==> config.mk <==
export PLATFORM = sky130hd
export DESIGN_NAME = toggle_cover_detector
export DESIGN_NICKNAME = d
export VERILOG_FILES = /design/src/rtl/toggle_cover_pkg.sv /design/src/rtl/toggle_cover_cell.sv /design/src/rtl/toggle_cover_detector.sv
export SDC_FILE = /design/constraint.sdc
export NUM_CORES = 1
export LEC_CHECK = 0
export CORE_AREA = 2 2 39 41
export CTS_CLUSTER_DIAMETER = 100
export DETAILED_ROUTE_END_ITERATION = 10
export DIE_AREA = 0 0 41 43
export GPL_TIMING_DRIVEN = 0
export SETUP_SLACK_MARGIN = 0.3
export SLEW_MARGIN = 40
export SYNTH_ARGS = -nofsm -noshare
export SYNTH_HDL_FRONTEND = slang
export SYNTH_HIERARCHICAL = 1
export SYNTH_SLANG_ARGS = --single-unit
export TNS_END_PERCENT = 1
==> constraint.sdc <==
create_clock -name clock -period 2.1 [get_ports clock]
set_input_delay 0.42 -clock clock [delete_from_list [all_inputs] [get_ports clock]]
set_output_delay 0.42 -clock clock [all_outputs]
set_load 0.02 [all_outputs]
==> src/rtl/toggle_cover_pkg.sv <==
// Shared types and helpers for the toggle cover detector.
package toggle_cover_pkg;

    // Sampler FSM states: wait for enable, capture a baseline, then detect edges.
    typedef enum logic [1:0] {IDLE, PRIME, RUN} tcd_state_t;

    // Position of each edge kind inside a bit's two-entry cover-point pair.
    localparam int RISE_OFS = 0;
    localparam int FALL_OFS = 1;

    // Counter width able to hold every value from 0 to 2*w inclusive.
    function automatic int cnt_width(input int w);
        return $clog2(2 * w + 1);
    endfunction

endpackage

==> src/rtl/toggle_cover_cell.sv <==
// Per-bit edge detector: holds the previous sample and the two sticky cover bits.
module toggle_cover_cell
    import toggle_cover_pkg::*;
(
    input  logic       clock,
    input  logic       reset,
    input  logic       run,
    input  logic       prime,
    input  logic       clear,
    input  logic       first_only,
    input  logic       sig,
    output logic [1:0] hit,
    output logic [1:0] covered,
    output logic [1:0] covered_next
);

    logic       prev_reg;
    logic [1:0] covered_reg;
    logic [1:0] raw;

    // Raw edge events exist only while the sampler is running; hit masks already-covered points when asked.
    always_comb begin
        raw           = 2'b00;
        raw[RISE_OFS] = run & ~prev_reg & sig;
        raw[FALL_OFS] = run & prev_reg & ~sig;
        hit           = first_only ? (raw & ~covered_reg) : raw;
        covered_next  = clear ? 2'b00 : (covered_reg | raw);
    end

    // Baseline sample is refreshed on prime and on every running cycle; cover bits accumulate until clear.
    always_ff @(posedge clock) begin
        if (!reset) begin
            prev_reg    <= 1'b0;
            covered_reg <= 2'b00;
        end else begin
            if (prime || run) begin
                prev_reg <= sig;
            end
            covered_reg <= covered_next;
        end
    end

    assign covered = covered_reg;

endmodule

==> src/rtl/toggle_cover_detector.sv <==
// Toggle coverage feeder: per-bit rise/fall pulses, sticky cover bitmap, hit count and all-covered flag.
module toggle_cover_detector
    import toggle_cover_pkg::*;
#(
    parameter int WIDTH      = 1,
    parameter bit FIRST_ONLY = 1'b1
) (
    input  logic                           clock,
    input  logic                           reset,
    input  logic                           enable,
    input  logic                           clear,
    input  logic [WIDTH-1:0]               sig,
    output logic [2*WIDTH-1:0]             valid,
    output logic [2*WIDTH-1:0]             covered,
    output logic [cnt_width(WIDTH)-1:0]    covered_count,
    output logic                           all_covered
);

    localparam int CNT_W = cnt_width(WIDTH);

    tcd_state_t         state_reg;
    tcd_state_t         state_next;
    logic               run;
    logic               prime;
    logic [2*WIDTH-1:0] hit_vec;
    logic [2*WIDTH-1:0] covered_next_vec;
    logic [2*WIDTH-1:0] valid_reg;
    logic [CNT_W-1:0]   count_reg;
    logic [CNT_W-1:0]   count_next;
    logic               all_covered_reg;

    // Next-state logic; clear overrides the normal flow and restarts from a fresh baseline.
    always_comb begin
        state_next = state_reg;
        unique case (state_reg)
            IDLE:    if (enable) state_next = PRIME;
            PRIME:   state_next = enable ? RUN : IDLE;
            RUN:     if (!enable) state_next = IDLE;
            default: state_next = IDLE;
        endcase
        if (clear) begin
            state_next = enable ? PRIME : IDLE;
        end
    end

    // Cell strobes: events are dropped in a clear cycle, and nothing is sampled while disabled in RUN.
    always_comb begin
        run   = (state_reg == RUN) && enable && !clear;
        prime = (state_reg == PRIME) && !clear;
    end

    generate
        for (genvar gi = 0; gi < WIDTH; gi++) begin : g_cell
            toggle_cover_cell u_cell (
                .clock        (clock),
                .reset        (reset),
                .run          (run),
                .prime        (prime),
                .clear        (clear),
                .first_only   (FIRST_ONLY),
                .sig          (sig[gi]),
                .hit          (hit_vec[2*gi+1 -: 2]),
                .covered      (covered[2*gi+1 -: 2]),
                .covered_next (covered_next_vec[2*gi+1 -: 2])
            );
        end
    endgenerate

    // Population count of the cover bitmap as it will be after this edge.
    always_comb begin
        count_next = '0;
        for (int i = 0; i < 2 * WIDTH; i++) begin
            count_next = count_next + CNT_W'(covered_next_vec[i]);
        end
    end

    // FSM state and registered outputs; hit_vec is already zero outside a running, non-clear cycle.
    always_ff @(posedge clock) begin
        if (!reset) begin
            state_reg       <= IDLE;
            valid_reg       <= '0;
            count_reg       <= '0;
            all_covered_reg <= 1'b0;
        end else begin
            state_reg       <= state_next;
            valid_reg       <= hit_vec;
            count_reg       <= count_next;
            all_covered_reg <= &covered_next_vec;
        end
    end

    assign valid         = valid_reg;
    assign covered_count = count_reg;
    assign all_covered   = all_covered_reg;

endmodule

==> flow_metrics.py <==
metrics = {
    "logic_synthesis": {
        "seq_area_frac_synth_pct": 50.2,
        "synthTopCellsByArea": "dfxtp_1, a21oi_1, and2_1",
        "synth_area_um2": 359,
        "yosys.area_share.simple_pct": 24.0,
        "synth.ff_latch_count": 9,
        "yosysWarnings": 6,
        "synthAdderAreaFrac_pct": 3.48,
        "synth_top_family_by_area": "simple AND/OR/NAND/NOR gates",
        "synthXorXnorAreaFrac_pct": 2.44,
        "synth_edf_count": 0,
        "synthTopCellsByCount": "dfxtp_1, a21oi_1, and2_1, inv_1, nand3b_1",
        "synth.mux.area_fraction_pct": 0,
        "post-synth-top-count-cell": "dfxtp_1",
        "syn-instance-count": 36,
        "avgSynthCellArea_um2": 9.97,
        "yosysTopAreaCellShare_pct": 50.2,
        "synth_ff_type": "dfxtp_1",
        "synth-compound-area-share_pct": 14.6,
        "synth.largest_area_cell": "dfxtp_1",
        "ys_async_sr_fraction_pct": 0,
        "yosysUniqueCellTypes": 18,
    },
    "worst_setup_path": {
        "crit_type": "reg2out",
        "timing.rr.start": "state_reg[1]",
        "crit_path_end_kind": "primary output",
        "crit_fanout": 2,
        "critPathLaunch": "covered_count[1]",
        "startpoint_type": "flop",
        "cp.required_ps": 1680,
        "crit_arrival_ps": 1270,
    },
    "detailed_routing": {
        "ant_nets": 0,
        "dr.pass1.iters": 2,
        "vias": 298,
        "avgRoutedWirePerCell_um": 9.39,
        "dr.first_iter.drc_count": 5,
        "drc": 0,
        "vias_per_cell": 4.32,
        "finalWirelength_um": 648,
    },
    "clocking": {
        "clock_latency_ps": 260,
        "cts_root_buf": "clkbuf_4",
        "cts_tree": "built",
        "cts_buffer_depth": 2,
        "htreeDepth": 1,
        "path_clk_slew_ps": 60,
        "cts_inserted_buffers": 3,
        "holdBufCountCts": 0,
        "numClockSinks": 9,
    },
    "timing": {
        "post-route-period-util_pct": 80.3,
        "max_freq_mhz": 593,
        "final-hold-violation-count": 0,
        "fin_skew_ps": 1.41,
        "setup_violations": 0,
        "period_minus_slack_ps": 1690,
        "slew_viol_final": 0,
        "grt_setup_unrepaired": "no",
        "setup_ws_ps": 414,
    },
    "floorplanning": {
        "rows": 14,
        "dieArea_mm2": 0.00176,
        "die_h_um": 43,
        "io_pins": 12,
        "start_util_pct": 25.9,
        "core_mm2": 0.00138,
        "fp.dieW_um": 41,
    },
    "hold_path": {
        "min_path_type": "in2reg",
        "worstHoldStart": "enable",
    },
    "grt": {
        "globalRouteOverflowTotal": 0,
        "grt_usage_pct": 10.5,
        "grt_pass1_vias": 275,
        "grt_max_degree": 9,
        "antenna_found_initial": 0,
        "grt_first_pass_wirelength_mm": 1.13,
    },
    "finish": {
        "layout-drive-gt1-share_pct": 15.1,
        "antenna_cells": 0,
        "synthToLayoutAreaGrowth_pct": 53.3,
        "nFillCells": 155,
        "final_nets": 60,
    },
    "placement": {
        "post-place-ws_ps": -262,
        "gp_congestion": 0.643,
        "dp.final_hpwl_um": 456,
        "portBuffers": 11,
    },
    "run_status": {
        "status": "completed",
    },
    "power_and_ir_drop": {
        "p_total_mw": 0.330,
        "p_per_area_mw_per_mm2": 599,
        "irDropWorstVdd_uv": 371,
        "leakage_nw": 0.228,
    },
    "flow_run": {
        "maxCapViolCount": 0,
    },
}
==> power by group <==
group | internal [mW] | total (mW) | switching, mW
Sequential | 0.173 | 0.176 | 0.00262
Combinational | 0.0116 | 0.0202 | 0.00864
Clock | 0.0732 | 0.134 | 0.0606
==> final cells by class <==
cell class              count  area (um^2)  area share [%]
multi-input cells          25          190            34.5
plain buffers               1         7.51            1.36
clock buffers               4         26.3            4.77
repair buffers             12          119            21.6
inverters                   2         7.51            1.36
well taps                  16         20.0            3.64
flip-flops and latches      9          180            32.7
==> per-layer routing <==
| metal | up-vias | wire length [um] | GRT usage [%] |
|---|---|---|---|
| li1 | 155 | - | - |
| met1 | 127 | 273 | 11.3 |
| met2 | 14 | 288 | 13.1 |
| met3 | 2 | 76 | 9.42 |
| met4 | 0 | 8 | 6.00 |
| met5 | - | 0 | 0 |
==> repair_timing <==
action,CTS,global route
hold endpoints to repair,0,0
pin swaps,2,3
endpoints found under the setup margin,2,1
gates resized for setup,3,3
buffers inserted,0,1
==> metrics by stage <==
step	TNS [ps]	std cells	utilization, %	area (um^2)	hold slack, ps
after floorplan	0	37	-	363	510
after global placement	-299	64	35.6	493	477
after detailed placement	-339	64	35.6	493	477
after CTS	0	68	38.5	533	487
after global routing	0	69	39.8	551	435
final	0	69	39.8	551	453
==> cells in the final DEF (no fill, tap or decap), drive strengths merged <==
cell type / Yosys / layout
dfxtp: 9 / 9
clkdlybuf4s50: 0 / 9
a21oi: 6 / 6
and2: 4 / 4
clkbuf: 0 / 4
buf: 1 / 2
inv: 2 / 2
nand3b: 2 / 2
conb: 1 / 2
nor3b: 1 / 1
nor4bb: 1 / 1
nor2: 1 / 1
o211a: 1 / 1
xor2: 1 / 1
and4b: 1 / 1
ha: 1 / 1
nand2b: 1 / 1
or3b: 1 / 1
o21ai: 1 / 1
a21boi: 1 / 1
dlygate4sd2: 0 / 1
dlymetal6s2s: 0 / 1
==> worst paths after layout <==
path                                 endpoint  slack, ps  depth (start not counted)
setup / recovery             covered_count[1]        410                          2
hold / removal                   state_reg[0]        450                          2
setup reg to reg             covered_count[0]        510                          5
hold reg to reg   g_cell[0].u_cell/covered[1]        510                          2
==> cells by family (layout without fill, tap and decap cells) <==
family,count (synthesis),count (layout)
AND/OR/NAND/NOR,12,12
AO/OA/AOI/OAI,9,9
flip-flops,9,9
buffers and inverters,3,19
adder cells (fa/ha/maj),1,1
other,1,2
XOR/XNOR,1,1
==> critical path, cell delays in order (launching register included) <==
cell,delay [ps]
dfxtp_1,320
buf_4,100
clkdlybuf4s50_1,580
(Power assumes the default switching activity.)
